## config.mk

```make
export PLATFORM = sky130hd
export DESIGN_NAME = uart_rx_ctrl
export DESIGN_NICKNAME = d
export VERILOG_FILES = /design/src/rtl/uart_rx_ctrl.sv
export SDC_FILE = /design/constraint.sdc
export NUM_CORES = 1
export LEC_CHECK = 0
export CORE_MARGIN = 8
export CORE_UTILIZATION = 35
export DETAILED_ROUTE_END_ITERATION = 10
export PLACE_DENSITY_LB_ADDON = 0.08
export SETUP_SLACK_MARGIN = 0.1
export SLEW_MARGIN = 5
export SYNTH_ARGS = -nofsm -noshare
export SYNTH_HDL_FRONTEND = slang
export SYNTH_SLANG_ARGS = --single-unit
```

## constraint.sdc

```tcl
create_clock -name clk -period 1.5 [get_ports clk]
set_input_delay 0.3 -clock clk [delete_from_list [all_inputs] [get_ports clk]]
set_output_delay 0.3 -clock clk [all_outputs]
set_load 0.02 [all_outputs]
```

## src/rtl/uart_rx_ctrl.sv

```systemverilog
// UART receiver: 16x-oversampled start/data/stop framing with a 2-flop rx synchronizer.
// Optional even-parity bit and parity_err output when UART_RX_PARITY_EN is defined.
module uart_rx_ctrl #(
    parameter int DBIT    = 8,
    parameter int SB_TICK = 16
) (
    input  logic            clk,
    input  logic            reset,
    input  logic            rx,
    input  logic            s_tick,
    output logic [DBIT-1:0] dout,
    output logic            rx_done_tick,
    output logic            frame_err
`ifdef UART_RX_PARITY_EN
    ,
    output logic            parity_err
`endif
);

    localparam int SW = (SB_TICK > 16) ? $clog2(SB_TICK) : 4;
    localparam int NW = 3;

    localparam logic [2:0] IDLE   = 3'd0;
    localparam logic [2:0] START  = 3'd1;
    localparam logic [2:0] DATA   = 3'd2;
    localparam logic [2:0] STOP   = 3'd3;
`ifdef UART_RX_PARITY_EN
    localparam logic [2:0] PARITY     = 3'd4;
    localparam logic [2:0] AFTER_DATA = PARITY;
`else
    localparam logic [2:0] AFTER_DATA = STOP;
`endif

    logic [2:0]      state;
    logic [SW-1:0]   s;
    logic [NW-1:0]   n;
    logic [DBIT-1:0] b;
    logic            rx_meta;
    logic            rx_sync;
    logic            break_hold;
`ifdef UART_RX_PARITY_EN
    logic            par_bit;
`endif

    // A frame whose stop bit sampled low leaves break_hold set, so a held-low
    // line (break) cannot retrigger START until the line has been seen high.
    always_ff @(posedge clk) begin
        if (reset) begin
            rx_meta    <= 1'b1;
            rx_sync    <= 1'b1;
            state      <= IDLE;
            s          <= '0;
            n          <= '0;
            b          <= '0;
            frame_err  <= 1'b0;
            break_hold <= 1'b0;
`ifdef UART_RX_PARITY_EN
            par_bit    <= 1'b0;
            parity_err <= 1'b0;
`endif
        end else begin
            rx_meta <= rx;
            rx_sync <= rx_meta;
            case (state)
                IDLE: begin
                    if (rx_sync) begin
                        break_hold <= 1'b0;
                    end else if (!break_hold) begin
                        state <= START;
                        s     <= '0;
                    end
                end
                START: begin
                    if (s_tick) begin
                        if (s == SW'(7)) begin
                            if (!rx_sync) begin
                                state <= DATA;
                                s     <= '0;
                                n     <= '0;
                            end else begin
                                state <= IDLE;
                            end
                        end else begin
                            s <= s + SW'(1);
                        end
                    end
                end
                DATA: begin
                    if (s_tick) begin
                        if (s == SW'(15)) begin
                            s <= '0;
                            b <= {rx_sync, b[DBIT-1:1]};
                            if (n == NW'(DBIT - 1)) begin
                                state <= AFTER_DATA;
                            end else begin
                                n <= n + NW'(1);
                            end
                        end else begin
                            s <= s + SW'(1);
                        end
                    end
                end
`ifdef UART_RX_PARITY_EN
                PARITY: begin
                    if (s_tick) begin
                        if (s == SW'(15)) begin
                            par_bit <= rx_sync;
                            state   <= STOP;
                            s       <= '0;
                        end else begin
                            s <= s + SW'(1);
                        end
                    end
                end
`endif
                STOP: begin
                    if (s_tick) begin
                        if (s == SW'(SB_TICK - 1)) begin
                            state      <= IDLE;
                            frame_err  <= ~rx_sync;
                            break_hold <= ~rx_sync;
`ifdef UART_RX_PARITY_EN
                            parity_err <= (^b) ^ par_bit;
`endif
                        end else begin
                            s <= s + SW'(1);
                        end
                    end
                end
                default: state <= IDLE;
            endcase
        end
    end

    assign rx_done_tick = !reset && (state == STOP) && s_tick && (s == SW'(SB_TICK - 1));
    assign dout         = reset ? '0 : b;

endmodule
```

== Yosys cells after proc, flatten, opt, wreduce, memory -nomap -nowiden ==
Cells that the tools add are included.
Operators by class
  add/sub/neg operators: 2
  equality and inequality tests: 20
  multiplexer cells: 33
  bitwise gates (word level): 1
  reductions and logical operators: 14
Operator list (number)
  $mux W3: 15
  $mux W4: 9
  $ne A2 B2 Y1 const B: 13
  $pmux W4 S4: 1
  $pmux W3 S4: 1
  $reduce_and A9 Y1: 1
  $mux W8: 1
  $reduce_and A8 Y1: 1
  $reduce_and A7 Y1: 1
  $eq A3 B2 Y1 const B: 2
  $pmux W3 S2: 1
  $reduce_and A3 Y1: 2
  $add A4 B1 Y4 const B: 1
  $eq A4 B3 Y1 const B: 1
  $eq A4 B4 Y1 const B: 1
  $reduce_and A4 Y1: 1
  $reduce_bool A2 Y1: 2
  $reduce_bool A4 Y1: 1
  $add A3 B1 Y3 const B: 1
  $eq A3 B1 Y1 const B: 1
  $eq A3 B3 Y1 const B: 1
  $logic_and A1 B1 Y1: 3
  $logic_not A3 Y1: 1
  $mux W1: 3
  other kinds (5): 5
Word-level totals
  flip-flop bits (word level): 22
  bits of input ports: 4
  output and inout port bits: 10
  logic and storage cells: 78

== Logic depth before layout (Yosys ltp) ==
Gate-level depths: netlist of the first run.
  word-level depth: 5
  depth in mapped cells: 6
  gate-level depth less buffers: 5

== Least setup slack after synthesis of the first run ==
Ideal clock, no wire load.
  path type: reg2out
  start point: reg s[0]
  end point: out rx_done_tick
  arrival: 1.345 ns
  slack: -0.145 ns
  stages on the path, launching flop included: 5
  cell sequence: dfxtp_1 -> ha_1 -> and4_1 -> and3_1 -> nor2b_1
On the way
  longest elaborated chain between the ends: 2
RTL lines
  start: declaration: RTL line 35  | logic [SW-1:0] s;
  start signal: assignment: RTL line 84  | s <= s + SW'(1);
  start signal: assignment: RTL line 99  | s <= s + SW'(1);
  start signal: assignment: RTL line 126  | s <= s + SW'(1);
  $eq A4 B4 Y1: RTL line 135  | assign rx_done_tick = !reset && (state == STOP) && s_tick && (s == SW'(SB_TICK - 1));
  $logic_and A1 B1 Y1: RTL line 135
  end: declaration: RTL line 12  | output logic rx_done_tick,
No other way between the ends.

== Final worst setup path of the first run ==
Same ends and word-level chain as after synthesis.

==> reports/results.txt, run 1 <==
DRC viols: 0
floorplan core area: 3000 µm²
actual slew at the worst max-slew pin: 322 ps
CP arrival: 1460 ps
slowest stage cell, crit path: dfxtp_2
multi-input logic area: 714 µm²
n_diodes: 0
Post-Syn Area: 1090 µm²
Leak: 0.631 nW
Synth Instances: 117
Startpoint Class: flop
Final Hold Viols: 0
IO Pins: 14
RR Startpoint: s[0]
number of global-route vias before repair: 934
first-pass GRT wire length: 4450 µm
nets: 165
Placed Area: 1440 µm²
Die H: 71.7 µm
worst-path cell chain: ha_4 -> and4_4 -> and3_4 -> nor2b_4 -> buf_6
final setup fails: 8
Initial DRC Count: 71
cell area power density: 613 nW/µm²
via/cell ratio: 5.13
worst endpoint required time: 1200 ps
Post-DRT Antenna Nets: 0
#FFs+latches synth: 21
post-route cell area: 1590 µm²
failing checks: negative setup slack
synth top area cells: dfxtp_1 39%, mux2i_1 9.2%, nor2b_1 5.8%
fraction of layout cells with a size suffix above 1: 0.433
yosys warns: 0
DIE WIDTH: 71.7 µm
number of port buffers: 13
worst-path fanout max: 3
clk buf depth: 2
Post-Route WL: 2630 µm
setup ws final: -258 ps
Max Freq: 0.569 GHz
GRT overflow: 0
dpl hpwl: 1780 µm
Unique masters post-synth: 37
# hold bufs at CTS: 0
Slew Viols, Final: 0
Worst Setup SP: s[0]
via count: 974
ys flop type: dfxtp_1
maximum number of pins on one net before global-route repair: 14
Post-Syn Area per Cell: 9.28 µm²
max incr delay on CP: 370 ps
initial antenna violation count: 0
CTS tree: built
DR pass1 iterations: 4
Final Skew: 10.0 ps
clk_lat worst skew: 310 ps
Global Route Usage Sum: 0.108
H-tree depth: 1
post-synthesis sequential area ratio: 0.387
Avg WL per Cell: 13.9 µm
largest area contributor in the netlist: dfxtp_1
critical path buffer and inverter count: 1
WS Path Type: flop to output port
TritonCTS Buffers: 3
Fillers: 291
Tot Pwr: 973 µW
Area growth syn-to-layout: 46.1%
Max Cap Viol: 0
Yosys top cell area share: 0.387
Core Util, Final: 0.528
Die Footprint: 5140 µm²
initial core utilization: 0.362
sequential standard cell area: 428 µm²
# rows: 20
Synthesized Nets: 124
RSZ-0062 raised after global routing: true
fin crit share: 1.17
final hold slack: 429 ps
asr flop ratio synth: 0
Post-Route Setup TNS: -887 ps
worst hold-check path type: flop to flop
clock slew at reported path FFs: 130 ps
Post-synth EDFFs: 0
Root Buffer: clkbuf_4
hold_sp: rx_meta
Crit. End Element: output port
fin crit period: 1760 ps
worst vdd ir: 0.000365 V
Rel. slew slack: 0.784
Final Wtd Congestion: 0.764
CP top delay family: simple AND/OR/NAND/NOR gates
status: finished, violations left
CTS sink count: 21
synth_stat cells (5+ instances only):
| cell type | n |
|---|---|
| nand2b_1 | 7 |
| mux2i_1 | 10 |
| nand2_1 | 5 |
| dfxtp_1 | 21 |
| nor2b_1 | 10 |
| nor2_1 | 12 |
| nand3_1 | 5 |
placed cells by master, fill, tap and decap left out, drive strengths merged, types with 2 or more instances in the layout:
cell type      netlist  routed
a21oi                3       3
and2                 3       3
and3                 3       3
buf                  3      37
clkbuf               3       3
clkdlybuf4s50        0       2
dfxtp               21      21
dlygate4sd2          0       2
ha                   3       3
mux2i               10      10
nand2                5       5
nand2b               7       7
nand3                5       5
nor2                12      12
nor2b               10      10
nor3                 3       3
o21ai                4       4
or2                  2       2
or4                  2       2
xnor2                2       2
worst reg2reg max path: stages (launching register included):
cell,delay [ps]
dfxtp_2,360
ha_4,160
buf_4,130
buf_6,120
and2_4,140
a2111oi_4,360
buf_4,180
nand4_1,60
o21ai_1,70
cell type report:
cell class	instances	share of cell area
Clock buffer	3	0.0142
Clock inverter	1	0.00315
Inverter	1	0.00237
Multi-Input combinational cell	89	0.450
Sequential cell	21	0.270
Tap cell	33	0.0260
Timing Repair Buffer	42	0.234
path summary, 6_finish.rpt:
path,to,slack [ps],depth (start not counted)
setup / recovery,rx_done_tick,-260,5
hold / removal,rx_sync,430,1
setup reg to reg,s[1],-140,8
hold reg to reg,rx_sync,430,1
what timing repair did:
action,CTS,global route
pin swaps,11,10
setup buffers,2,3
endpoints found under the setup margin,26,17
gates cloned,1,0
resized for setup,56,8
report_power, final:
group          leakage, nW  total [mW]  internal (mW)  switching, mW
clock network       0.0177       0.283         0.0994          0.183
logic                0.440       0.122         0.0676         0.0543
registers            0.173       0.568          0.564        0.00418
logic make-up after synthesis:
logic type,count (synthesis),synth area share
buffers and inverters,7,0.0276
AOI/OAI and AO/OA,14,0.122
adders and majority gates,3,0.0346
and+or+nand+nor,59,0.310
xor gates and xnor gates,2,0.0161
DFF,21,0.387
muxes,11,0.103
metrics by stage:
stage | setup WS, ps | std cells
2_1_floorplan | -15.9 | 117
3_3_place_gp | -725 | 180
3_5_place_dp | -730 | 180
4_1_cts | -268 | 187
5_1_grt | -317 | 190
6_report | -258 | 190
metal layers:
metal | vias to the layer above | track usage | part of all wire
met3 | 2 | 0.0223 | 0.028
met4 | 0 | 0.0499 | 0.0057
met5 | - | 0 | 0
li1 | 494 | - | -
met2 | 7 | 0.176 | 0.49
met1 | 471 | 0.132 | 0.47
registers in the layout, summed over array words and instances, names as in the netlist:
register / count
b: 8
break_hold: 1
frame_err: 1
n: 3
rx_meta: 1
rx_sync: 1
s: 4
state: 2
No activity file was read; power rests on OpenSTA's default activity.
==> inputs of run 2 (changes only) <==
- SKIP_LAST_GASP: default -> 1
==> run 2 against run 1 <==
The flow still finishes with violations (negative setup slack). Global-route usage stayed put. Setup slack better by 1.9 ps. Die area stayed put. Sequential share of layout area is 0.19 points higher. Cell count stayed put. Worst hold slack hardly changed. Count of clock-buffer cells in the layout stayed put. Core utilization is 0.38 points lower. Combinational power hardly changed. Clock power hardly changed. Critical path type unchanged.
==> reports/results.txt, run 2 (synthesized netlist as in run 1, its figures left out) <==
status: finished, violations left (unchanged)
failing checks: negative setup slack (unchanged)
actual slew at the worst max-slew pin: 320 ps (was 322 ps)
CP arrival: 1460 ps (about the same)
RSZ-0062 raised after global routing: true (unchanged)
CTS sink count: 21 (unchanged)
H-tree depth: 1 (unchanged)
worst endpoint required time: 1200 ps (about the same)
Sequential Power Share: 0.586 (was 0.584)
Global Route Usage Sum: 0.108 (unchanged)
Slew Viols, Final: 0 (unchanged)
slowest stage cell, crit path: dfxtp_2 (unchanged)
DR pass1 iterations: 4 (unchanged)
Avg WL per Cell: 13.7 µm (was 13.9 µm)
grt met2 use: 0.176 (unchanged)
Worst Setup SP: s[0] (unchanged)
GR Layer Usage met3: 0.0223 (unchanged)
power share of the clock group: 0.291 (about the same)
worst hold-check path type: flop to flop (unchanged)
max incr delay on CP: 370 ps (about the same)
met1 usage: 0.132 (unchanged)
Final Wtd Congestion: 0.764 (unchanged)
final setup fails: 9 (was 8)
clock slew at reported path FFs: 130 ps (about the same)
floorplan core area: 3000 µm² (unchanged)
Crit. End Element: output port (unchanged)
commonest non-fill, non-tap cell in the layout: buf_4 (unchanged)
number of port buffers: 13 (unchanged)
commonest non-fill, non-tap cells in the layout: 23 x buf_4, 15 x dfxtp_1, 12 x nor2_1 (unchanged)
clk_lat worst skew: 310 ps (about the same)
cell area power density: 616 nW/µm² (was 613 nW/µm²)
GRT overflow: 0 (unchanged)
initial core utilization: 0.362 (unchanged)
WS Path Type: flop to output port (unchanged)
Final Hold Viols: 0 (unchanged)
RR Startpoint: s[1] (was s[0])
worst-path cell chain: ha_4 -> and4_4 -> and3_4 -> nor2b_4 -> buf_6 (unchanged)
sw frac: 0.247 (was 0.249)
Rel. slew slack: 0.786 (was 0.784)
nets: 165 (unchanged)
TritonCTS Buffers: 3 (unchanged)
Initial DRC Count: 78 (was 71)
combinational group share of total power: 0.123 (was 0.125)
via/cell ratio: 5.22 (was 5.13)
number of global-route vias before repair: 934 (unchanged)
Final Skew: 9.67 ps (was 10.0 ps)
fin crit share: 1.17 (about the same)
first-pass GRT wire length: 4450 µm (unchanged)
# rows: 20 (unchanged)
IO Pins: 14 (unchanged)
max FFs per register: 8 (unchanged)
Core Util, Final: 0.525 (was 0.528)
GRT busiest layer: met2 (unchanged)
via count: 991 (was 974)
Startpoint Class: flop (unchanged)
Fillers: 290 (was 291)
dpl hpwl: 1780 µm (unchanged)
Die H: 71.7 µm (unchanged)
Post-Route WL: 2610 µm (was 2630 µm)
initial antenna violation count: 0 (unchanged)
worst-path fanout max: 3 (unchanged)
maximum number of pins on one net before global-route repair: 14 (unchanged)
Largest Register: b (unchanged)
CTS tree: built (unchanged)
Max Cap Viol: 0 (unchanged)
DIE WIDTH: 71.7 µm (unchanged)
# hold bufs at CTS: 0 (unchanged)
fraction of layout cells with a size suffix above 1: 0.420 (was 0.433)
worst slack, placed: -730 ps (unchanged)
setup ws final: -256 ps (was -258 ps)
Area growth syn-to-layout: 45.0% (was 46.1%)
Top Registers: b: 8 flops, s: 4 flops, n: 3 flops (unchanged)
Root Buffer: clkbuf_4 (unchanged)
clk buf depth: 2 (unchanged)
Die Footprint: 5140 µm² (unchanged)
Leak: 0.630 nW (was 0.631 nW)
Int Pwr: 730 µW (was 731 µW)
Max Freq: 0.570 GHz (was 0.569 GHz)
n_diodes: 0 (unchanged)
Post-DRT Antenna Nets: 0 (unchanged)
NetSw: 239 µW (was 242 µW)
DRC viols: 0 (unchanged)
hold_sp: rx_meta (unchanged)
fin crit period: 1760 ps (about the same)
worst vdd ir: 0.000364 V (was 0.000365 V)
[run 2: cell counts in the layout (fill, tap and decap cells not counted)]
Identical to the previous run, type by type.
[run 2: final cells by class]
cell class | count | area (µm²) | area share
Multi-Input combinational cell | 89 | 703 | 0.446
Sequential cell | 21 | 428 | 0.272
Timing Repair Buffer | 42 | 372 | 0.236
Tap cell | 33 | 41.3 | 0.0262
Clock buffer | 3 | 22.5 | 0.0143
Clock inverter | 1 | 5.00 | 0.00318
Inverter | 1 | 3.75 | 0.00238
[run 2: timing repair]
action,CTS,global route
setup endpoints to repair,26,17
endpoints found under the hold margin,0,0
setup buffers,2,3
gates cloned,1,0
pin swaps,11,8
gates resized for setup,56,6
[run 2: path summary, 6_finish.rpt]
kind / endpoint / depth (start not counted) / slack [ps]
min reg2reg: rx_sync / 1 / 430
max reg2reg: s[1] / 8 / -140
min: rx_sync / 1 / 430
max: rx_done_tick / 5 / -260
[run 2: stage by stage]
stage	instance area (µm²)	total power, mW	hold slack [ps]	cells	setup TNS, ps
after floorplan	1110	0.631	383	117	-15.9
after CTS	1530	0.973	434	187	-368
after global routing	1580	1.01	454	190	-1930
after detailed placement	1440	0.675	396	180	-8370
final	1580	0.970	429	190	-929
after global placement	1440	0.674	393	180	-8080
[run 2: critical path: cells and delay by family (launching register included)]
family	cells	cell delay [ps]
flops	1	370
simple gates	3	520
buf+inv	1	110
fa+ha+maj	1	140
[run 2: metal layers]
layer | vias up | share of wire
met2 | 16 | 0.49
met1 | 474 | 0.46
met3 | 2 | 0.034
met4 | 0 | 0.0088
met5 | - | 0
li1 | 499 | -
[run 2: power by group through the flow]
| stage | clock network, mW | registers, mW | logic, mW |
|---|---|---|---|
| 2_1_floorplan | 0 | 0.581 | 0.0502 |
| 3_3_place_gp | 0 | 0.580 | 0.0938 |
| 3_5_place_dp | 0 | 0.580 | 0.0947 |
| 4_1_cts | 0.289 | 0.568 | 0.116 |
| 5_1_grt | 0.310 | 0.570 | 0.128 |
| 6_report | 0.282 | 0.568 | 0.120 |
